$ cat config.mk
export PLATFORM = sky130hd
export DESIGN_NAME = wb_port_arbiter
export DESIGN_NICKNAME = d
export VERILOG_FILES = /design/src/rtl/wb_pkg.sv /design/src/rtl/wb_arb_fifo.sv /design/src/rtl/wb_port_arbiter.sv
export SDC_FILE = /design/constraint.sdc
export NUM_CORES = 1
export LEC_CHECK = 0
export BUFFER_PORTS_ARGS = -buffer_cell sky130_fd_sc_hd__buf_2
export CAP_MARGIN = 40
export CORE_UTILIZATION = 34
export CTS_BUF_LIST = sky130_fd_sc_hd__clkbuf_4 sky130_fd_sc_hd__clkbuf_8 sky130_fd_sc_hd__clkbuf_16
export CTS_CLUSTER_SIZE = 40
export DETAILED_ROUTE_END_ITERATION = 6
export PLACE_DENSITY = 0.58
export SETUP_SLACK_MARGIN = 0.1
export SYNTH_ARGS = -nofsm -noshare
export SYNTH_HDL_FRONTEND = slang
export SYNTH_HIERARCHICAL = 1
export SYNTH_SLANG_ARGS = --single-unit
$ cat constraint.sdc
create_clock -name clk -period 4 [get_ports clk]
set_clock_uncertainty 0.1 [all_clocks]
set_input_delay 0.6 -clock clk [delete_from_list [all_inputs] [get_ports clk]]
set_output_delay 0.6 -clock clk [all_outputs]
set_load 0.01 [all_outputs]
$ cat src/rtl/wb_pkg.sv
// Shared types and default sizes for the writeback port arbiter.
// wb_entry_t is one queued long-latency result.
package wb_pkg;

  localparam int DATA_W     = 32;
  localparam int ADDR_W     = 5;
  localparam int FIFO_DEPTH = 2;
  localparam int MAX_WAIT   = 8;

  typedef struct packed {
    logic              fp;
    logic [ADDR_W-1:0] rd;
    logic [DATA_W-1:0] data;
  } wb_entry_t;

endpackage

$ cat src/rtl/wb_arb_fifo.sv
// Circular FIFO of wb_entry_t holding long-latency results.
// Ports: clk, rst (async low), push/din, pop, head, full, empty.
module wb_arb_fifo
  import wb_pkg::*;
#(
  parameter int DEPTH = FIFO_DEPTH
) (
  input  logic      clk,
  input  logic      rst,
  input  logic      push,
  input  wb_entry_t din,
  input  logic      pop,
  output wb_entry_t head,
  output logic      full,
  output logic      empty
);

  localparam int AW = $clog2(DEPTH);
  localparam logic [AW:0] ONE = {{AW{1'b0}}, 1'b1};

  // Extra MSB on each pointer tells full from empty.
  logic [AW:0] wp;
  logic [AW:0] rp;
  wb_entry_t   mem [DEPTH];

  always_ff @(posedge clk or negedge rst) begin
    if (!rst) begin
      wp <= '0;
      rp <= '0;
    end else begin
      if (push) wp <= wp + ONE;
      if (pop)  rp <= rp + ONE;
    end
  end

  // Storage needs no reset; validity comes from the pointers.
  always_ff @(posedge clk) begin
    if (push) mem[wp[AW-1:0]] <= din;
  end

  assign empty = (wp == rp);
  assign full  = (wp[AW] != rp[AW]) &&
                 (wp[AW-1:0] == rp[AW-1:0]);
  assign head  = mem[rp[AW-1:0]];

endmodule

$ cat src/rtl/wb_port_arbiter.sv
// Shares int/FP register-file write ports between writeback and one LL return path.
// Ports: pipe_* in, ll_* handshake, rf_*/frf_* writes, stall_o, ll_done_* pulse.
module wb_port_arbiter
  import wb_pkg::*;
#(
  parameter int DATA_W     = wb_pkg::DATA_W,
  parameter int ADDR_W     = wb_pkg::ADDR_W,
  parameter int FIFO_DEPTH = wb_pkg::FIFO_DEPTH,
  parameter int MAX_WAIT   = wb_pkg::MAX_WAIT
) (
  input  logic              clk,
  input  logic              rst,
  input  logic              pipe_we_i,
  input  logic              pipe_fwe_i,
  input  logic [ADDR_W-1:0] pipe_rd_i,
  input  logic [DATA_W-1:0] pipe_data_i,
  input  logic              ll_valid_i,
  output logic              ll_ready_o,
  input  logic              ll_fp_i,
  input  logic [ADDR_W-1:0] ll_rd_i,
  input  logic [DATA_W-1:0] ll_data_i,
  output logic              rf_we_o,
  output logic [ADDR_W-1:0] rf_rd_o,
  output logic [DATA_W-1:0] rf_wd_o,
  output logic              frf_we_o,
  output logic [ADDR_W-1:0] frf_rd_o,
  output logic [DATA_W-1:0] frf_wd_o,
  output logic              stall_o,
  output logic              ll_done_o,
  output logic              ll_done_fp_o,
  output logic [ADDR_W-1:0] ll_done_rd_o
);

  localparam int WW = $clog2(MAX_WAIT + 1);
  localparam logic [WW-1:0] WMAX = WW'(MAX_WAIT);
  localparam logic [WW-1:0] WONE = WW'(1);

  wb_entry_t din;
  wb_entry_t head;
  logic      full;
  logic      empty;
  logic      push;
  logic      pop;
  logic      hv;
  logic      drop;
  logic      conflict;
  logic      hwr;
  logic      h_int;
  logic      h_fp;
  logic [WW-1:0] wait_cnt;

  assign din.fp   = ll_fp_i;
  assign din.rd   = ll_rd_i;
  assign din.data = ll_data_i;

  // Room is judged from registered state only.
  assign ll_ready_o = !full;
  assign push       = ll_valid_i && !full;

  wb_arb_fifo #(
    .DEPTH (FIFO_DEPTH)
  ) u_fifo (
    .clk   (clk),
    .rst   (rst),
    .push  (push),
    .din   (din),
    .pop   (pop),
    .head  (head),
    .full  (full),
    .empty (empty)
  );

  assign hv       = !empty;
  assign stall_o  = hv && (wait_cnt == WMAX);
  // Integer x0 results carry nothing worth writing.
  assign drop     = hv && !head.fp && (head.rd == '0);
  assign conflict = head.fp ? pipe_fwe_i : pipe_we_i;
  assign hwr      = hv && !drop && (stall_o || !conflict);
  assign pop      = hwr || drop;
  assign h_int    = hwr && !head.fp;
  assign h_fp     = hwr && head.fp;

  always_ff @(posedge clk or negedge rst) begin
    if (!rst) begin
      wait_cnt <= '0;
    end else if (!hv || pop) begin
      wait_cnt <= '0;
    end else if (wait_cnt != WMAX) begin
      wait_cnt <= wait_cnt + WONE;
    end
  end

  // Without a stall the head only takes a port the pipe left idle,
  // so at most one source drives each port.
  always_comb begin
    rf_we_o  = 1'b0;
    rf_rd_o  = '0;
    rf_wd_o  = '0;
    frf_we_o = 1'b0;
    frf_rd_o = '0;
    frf_wd_o = '0;
    unique case (1'b1)
      h_int: begin
        rf_we_o = 1'b1;
        rf_rd_o = head.rd;
        rf_wd_o = head.data;
      end
      (pipe_we_i && !stall_o): begin
        rf_we_o = 1'b1;
        rf_rd_o = pipe_rd_i;
        rf_wd_o = pipe_data_i;
      end
      default: ;
    endcase
    unique case (1'b1)
      h_fp: begin
        frf_we_o = 1'b1;
        frf_rd_o = head.rd;
        frf_wd_o = head.data;
      end
      (pipe_fwe_i && !stall_o): begin
        frf_we_o = 1'b1;
        frf_rd_o = pipe_rd_i;
        frf_wd_o = pipe_data_i;
      end
      default: ;
    endcase
  end

  assign ll_done_o    = pop;
  assign ll_done_fp_o = pop && head.fp;
  assign ll_done_rd_o = pop ? head.rd : '0;

endmodule

After elaboration in Yosys (flattened, before gate mapping)
Memories as Yosys holds them, arrays and structs flattened.
Cells that the tools add are included.
{"block": "classes", "n_eq_ne": 5, "add_sub_neg": 3, "muxes": 12, "n_reduce_logical": 25}
{"cell": "one-hot mux 32 bit (2 select lines)", "count": 2}
{"cell": "one-hot mux 5 bit (2 select lines)", "count": 2}
{"cell": "logical AND 1 bit", "count": 12}
{"cell": "2-to-1 mux 4 bit", "count": 2}
{"cell": "logical NOT 1 bit", "count": 6}
{"cell": "logical NOT 5 bit", "count": 1}
{"cell": "2-to-1 mux 1 bit", "count": 5}
{"cell": "2-to-1 mux 5 bit", "count": 1}
{"cell": "adder 2 x 1 -> 2 bit, second input constant", "count": 2}
{"cell": "adder 4 x 1 -> 4 bit, second input constant", "count": 1}
{"cell": "equality test 4 bit, second input constant", "count": 1}
{"cell": "inequality test 4 bit, second input constant", "count": 1}
{"cell": "OR reduction 2 bit", "count": 2}
{"cell": "logical OR 1 bit", "count": 3}
{"cell": "equality test 2 bit", "count": 1}
{"cell": "nonzero test 2 bit", "count": 1}
{"cell": "equality test 1 bit", "count": 1}
{"cell": "inequality test 1 bit", "count": 1}
{"block": "word_totals", "ram_bits": 76, "elab_cells": 49, "mem_count": 1, "ff_bits": 8, "out_inout_bits": 85}
{"memory": "u_fifo.mem", "depth": 2, "width": 38, "rd": 1, "rd_ports_with_merged_regs": 0, "write_ports": 1, "line": "wb_arb_fifo.sv:24", "source": "wb_entry_t mem [DEPTH];"}

Longest topological paths before layout
{"block": "depth", "depth_word": 10, "depth_mapped": 10, "depth_no_buf": 7}

Modules after synthesis
Netlist, hierarchy kept.
{"mod": "wb_arb_fifo", "n_inst": 1, "seq_area_each_um2": 2382.3, "area_each_um2": 3123.0, "cells_per_inst": 134}
{"mod": "wb_port_arbiter", "n_inst": 1, "seq_area_each_um2": 100.1, "area_each_um2": 1366.3, "cells_per_inst": 171}

Least setup slack after synthesis
No wires, ideal clock.
{"block": "synth_timing", "path_kind": "reg2reg", "start": "register u_fifo.rp[0]", "end": "memory u_fifo/mem[0][0] (netlist bit), enable pin", "n_path_buf": 1, "setup_ps": 438, "slack_ps": 791, "arrival_ps": 2671, "stages_incl_launch_ff": 6, "period_less_slack_ps": 3209, "cell_sequence": "dfrtp_1 > buf_6 > xor2_1 > nor2b_1 > nor2b_1 > nor2b_1"}
{"block": "synth_between", "elab_chain_len": 6}
{"item": "start, declared", "line": "wb_arb_fifo.sv:23", "source": "logic [AW:0] rp;"}
{"item": "start signal, assigned", "line": "wb_arb_fifo.sv:32", "source": "if (pop) rp <= rp + ONE;"}
{"item": "equality test 1 bit", "line": "wb_arb_fifo.sv:43", "source": "(wp[AW-1:0] == rp[AW-1:0]);"}
{"item": "logical AND 1 bit", "line": "wb_arb_fifo.sv:42", "source": "assign full = (wp[AW] != rp[AW]) &&"}
{"item": "named net full", "line": "wb_port_arbiter.sv:40", "source": "logic full;"}
{"item": "logical NOT 1 bit", "line": "wb_port_arbiter.sv:58", "source": "assign push = ll_valid_i && !full;"}
{"item": "logical AND 1 bit", "line": "wb_port_arbiter.sv:58"}
{"item": "named net push", "line": "wb_port_arbiter.sv:42", "source": "logic push;"}
{"item": "2-to-1 mux 1 bit", "line": "wb_arb_fifo.sv:38", "source": "if (push) mem[wp[AW-1:0]] <= din;"}
{"item": "2-to-1 mux 1 bit (not written as such)", "line": "wb_arb_fifo.sv:38"}
{"item": "end, declared", "line": "wb_arb_fifo.sv:24"}
The timed path passes the listed nets, and every way through them passes these cells.

==> qor.yml <==
floorplan:
  core_area_um2: 12700
  die_h_um: 117
  rows: 41
  ios: 165
  die_area_um2: 13700
  start_util_pct: 35.3
  die_x_um: 117
cts:
  cts_tree: "done"
  clockBufferDepth: 2
  cts_sinks: 84
  numCtsBuffers: 9
  h-tree-depth: 3
  root_buffer: "clkbuf_16"
  clock_latency_ns: 0.33
  clk_pin_slew_ns: 0.06
detailed_routing:
  vias_per_cell: 5.11
  drt_iter0_drc: 142
  drt_pre_antenna_iters: 5
  drc: 0
  routed_wirelength_um: 11500
  wl_per_cell_um: 17.9
  ant_nets: 0
  vias: 3289
logic_synthesis:
  synth_area_leader_cell: "edfxtp_1"
  synth.area.top_cells: "edfxtp_1 (51%), mux2_4 (13%), a22o_1 (7.8%)"
  synth-edff-count: 76
  ys.flop_type: "edfxtp_1"
  syn_inst: 305
  synth_top_area_share_pct: 50.8
  yosysMostFrequentCell: "edfxtp_1"
  postSynthRegisterBits: 84
  synth_seq_area_share_pct: 55.3
  synthDistinctLibCells: 35
  syn_nets: 387
  ys_async_sr_fraction_pct: 9.52
  syn_area_per_cell_um2: 14.7
  yosysWarnings: 6
  synth_common_cells: "edfxtp_1 (76), a22o_1 (40), mux2_4 (38)"
  netlist_area_um2: 4490
job:
  cap_violations: 0
placement:
  hpwl_um: 7920
  io_buffers: 164
  place_inst: 623
  gp_congestion: 0.717
timing:
  hold_viol_final: 0
  rsz0062_at_grt: "false"
  fmax_ghz: 0.264
  fin_crit_sh_pct: 94.7
  tightestPinTransition_ns: 0.743
  fin_crit_ns: 3.79
  whs_ns: 0.00924
  max-slew-margin-rel_pct: 50.4
  final_max_slew_viol_count: 0
  setup_tns_ns: 0
  finalSetupViolCount: 0
final_layout:
  multi_input_area_um2: 1810
  drive_gt1_share_pct: 51.1
  seq_area_um2: 2480
  nets: 547
  areaGrowthSynthToFinish_pct: 29.2
  nFillCells: 1194
  layout.cells.non_filler: 644
run_status:
  status: "completed"
setup_path:
  end_kind: "output port"
  required_ns: 3.30
  cp.arrival_ns: 3.09
  cp-start-kind: "register"
  path_max_fanout: 20
  crit_type: "reg2out"
grt:
  grt_use_total_pct: 16.7
  grt_max_degree: 37
  grt_first_pass_wirelength_um: 16700
  grt_pass1_vias: 3164
  grt_overflow_total: 0
  grt_antenna_before_repair: 2
power_and_ir_drop:
  sw_frac_of_total_pct: 35.7
  p_leak_uw: 0.00248
  clockPowerShare_pct: 19.1
  p_int_uw: 2860
  pwr-share-seq_pct: 31.0
  power_frac_comb_pct: 49.8
  peakVddDrop_mv: 0.235
  powerDensity_nw_per_um2: 766
  p_sw_uw: 1590
hold_path:
  min_path_type: "in2async"
==> power by group through the flow <==
stage	clock (µW)	combinational, µW	sequential (µW)
3_5_place_dp	0	2180	1400
4_1_cts	876	2210	1380
3_3_place_gp	0	2150	1390
2_1_floorplan	0	1590	1370
5_1_grt	912	2400	1400
6_report	851	2210	1380
==> layout by cell type (no fill, tap or decap), drive strengths merged, types with 2 or more instances in the layout <==
cell	n
diode	2
xor2	6
buf	177
dfrtp	8
nor2b	35
nand2b	2
a22o	42
inv	6
edfxtp	76
mux2	40
clkbuf	10
a32o	32
bufinv	2
clkinv	3
and2	8
ha	2
xnor2	2
nor3	4
nor2	2
==> metal layers <==
metal | GRT usage (%) | up-vias | share of wire (%)
li1 | - | 1529 | -
met1 | 20.3 | 1630 | 42
met2 | 28.4 | 115 | 51
met3 | 3.55 | 15 | 5.2
met4 | 7.85 | 0 | 1.9
met5 | 0 | - | 0
==> registers in the layout, summed over array words and instances (netlist names) <==
signal and cells:
u_fifo/wp 2, u_fifo/rp 2, wait_cnt 4, u_fifo/mem 76
==> critical path: stages, from the launching register on <==
cell,delay [ns]
dfrtp_2,0.48
mux2_4,0.34
or4_1,0.56
or3_2,0.68
buf_4,0.30
a32o_1,0.25
buf_2,0.14
==> cell families (layout without fill, tap and decap cells) <==
family | after synthesis | count (layout) | share of synthesized area [%]
AOI/OAI and AO/OA | 80 | 80 | 16.3
buffers and inverters | 35 | 199 | 5.52
other | 0 | 2 | 0
xor gates and xnor gates | 8 | 8 | 1.56
adders and majority gates | 2 | 2 | 0.557
DFF | 84 | 84 | 55.3
and+or+nand+nor | 57 | 57 | 7.83
muxes | 39 | 40 | 13.0
==> repair_timing <==
item,in CTS,in global routing
hold buffers,0,0
endpoints found under the hold margin,0,0
setup endpoints to repair,20,58
resized for setup,1,1
gates cloned,1,0
setup buffers,0,2
pin swaps,0,1
==> cell type report <==
class                   instances  area share (%)
clock inverters                 6            1.36
multi-input cells             187            31.1
repair buffers                177            16.5
flip-flops and latches         84            42.8
inverters                       6           0.388
clock buffers                  10            4.01
diodes                          2          0.0863
well taps                     172            3.71
==> path summary, 6_finish.rpt <==
check | from | cells after the start | slack (ns) | to
worst min-delay path | rst | 1 | 0.009 | wait_cnt[2]
max in group asynchronous | rst | 1 | 3.60 | u_fifo/rp[0]
worst max-delay path | u_fifo/rp[0] | 6 | 0.21 | rf_wd_o[31]
worst max register to register | u_fifo/rp[0] | 6 | 1.10 | u_fifo/rp[1]
min in group clk | ll_data_i[16] | 1 | 0.36 | u_fifo/mem[1][16]
worst min register to register | u_fifo/wp[1] | 1 | 0.40 | u_fifo/wp[1]
==> through the flow <==
stage          instance area [µm²]  total power, µW  util [%]  setup slack, ns
2_1_floorplan                 4490             2950         -            0.791
3_3_place_gp                  5430             3540      42.7            0.499
3_5_place_dp                  5450             3580      42.9            0.435
4_1_cts                       5780             4470      45.4           0.0991
5_1_grt                       5800             4720      45.6            0.108
6_report                      5800             4440      45.6            0.214
No activity file was read; power rests on OpenSTA's default activity.
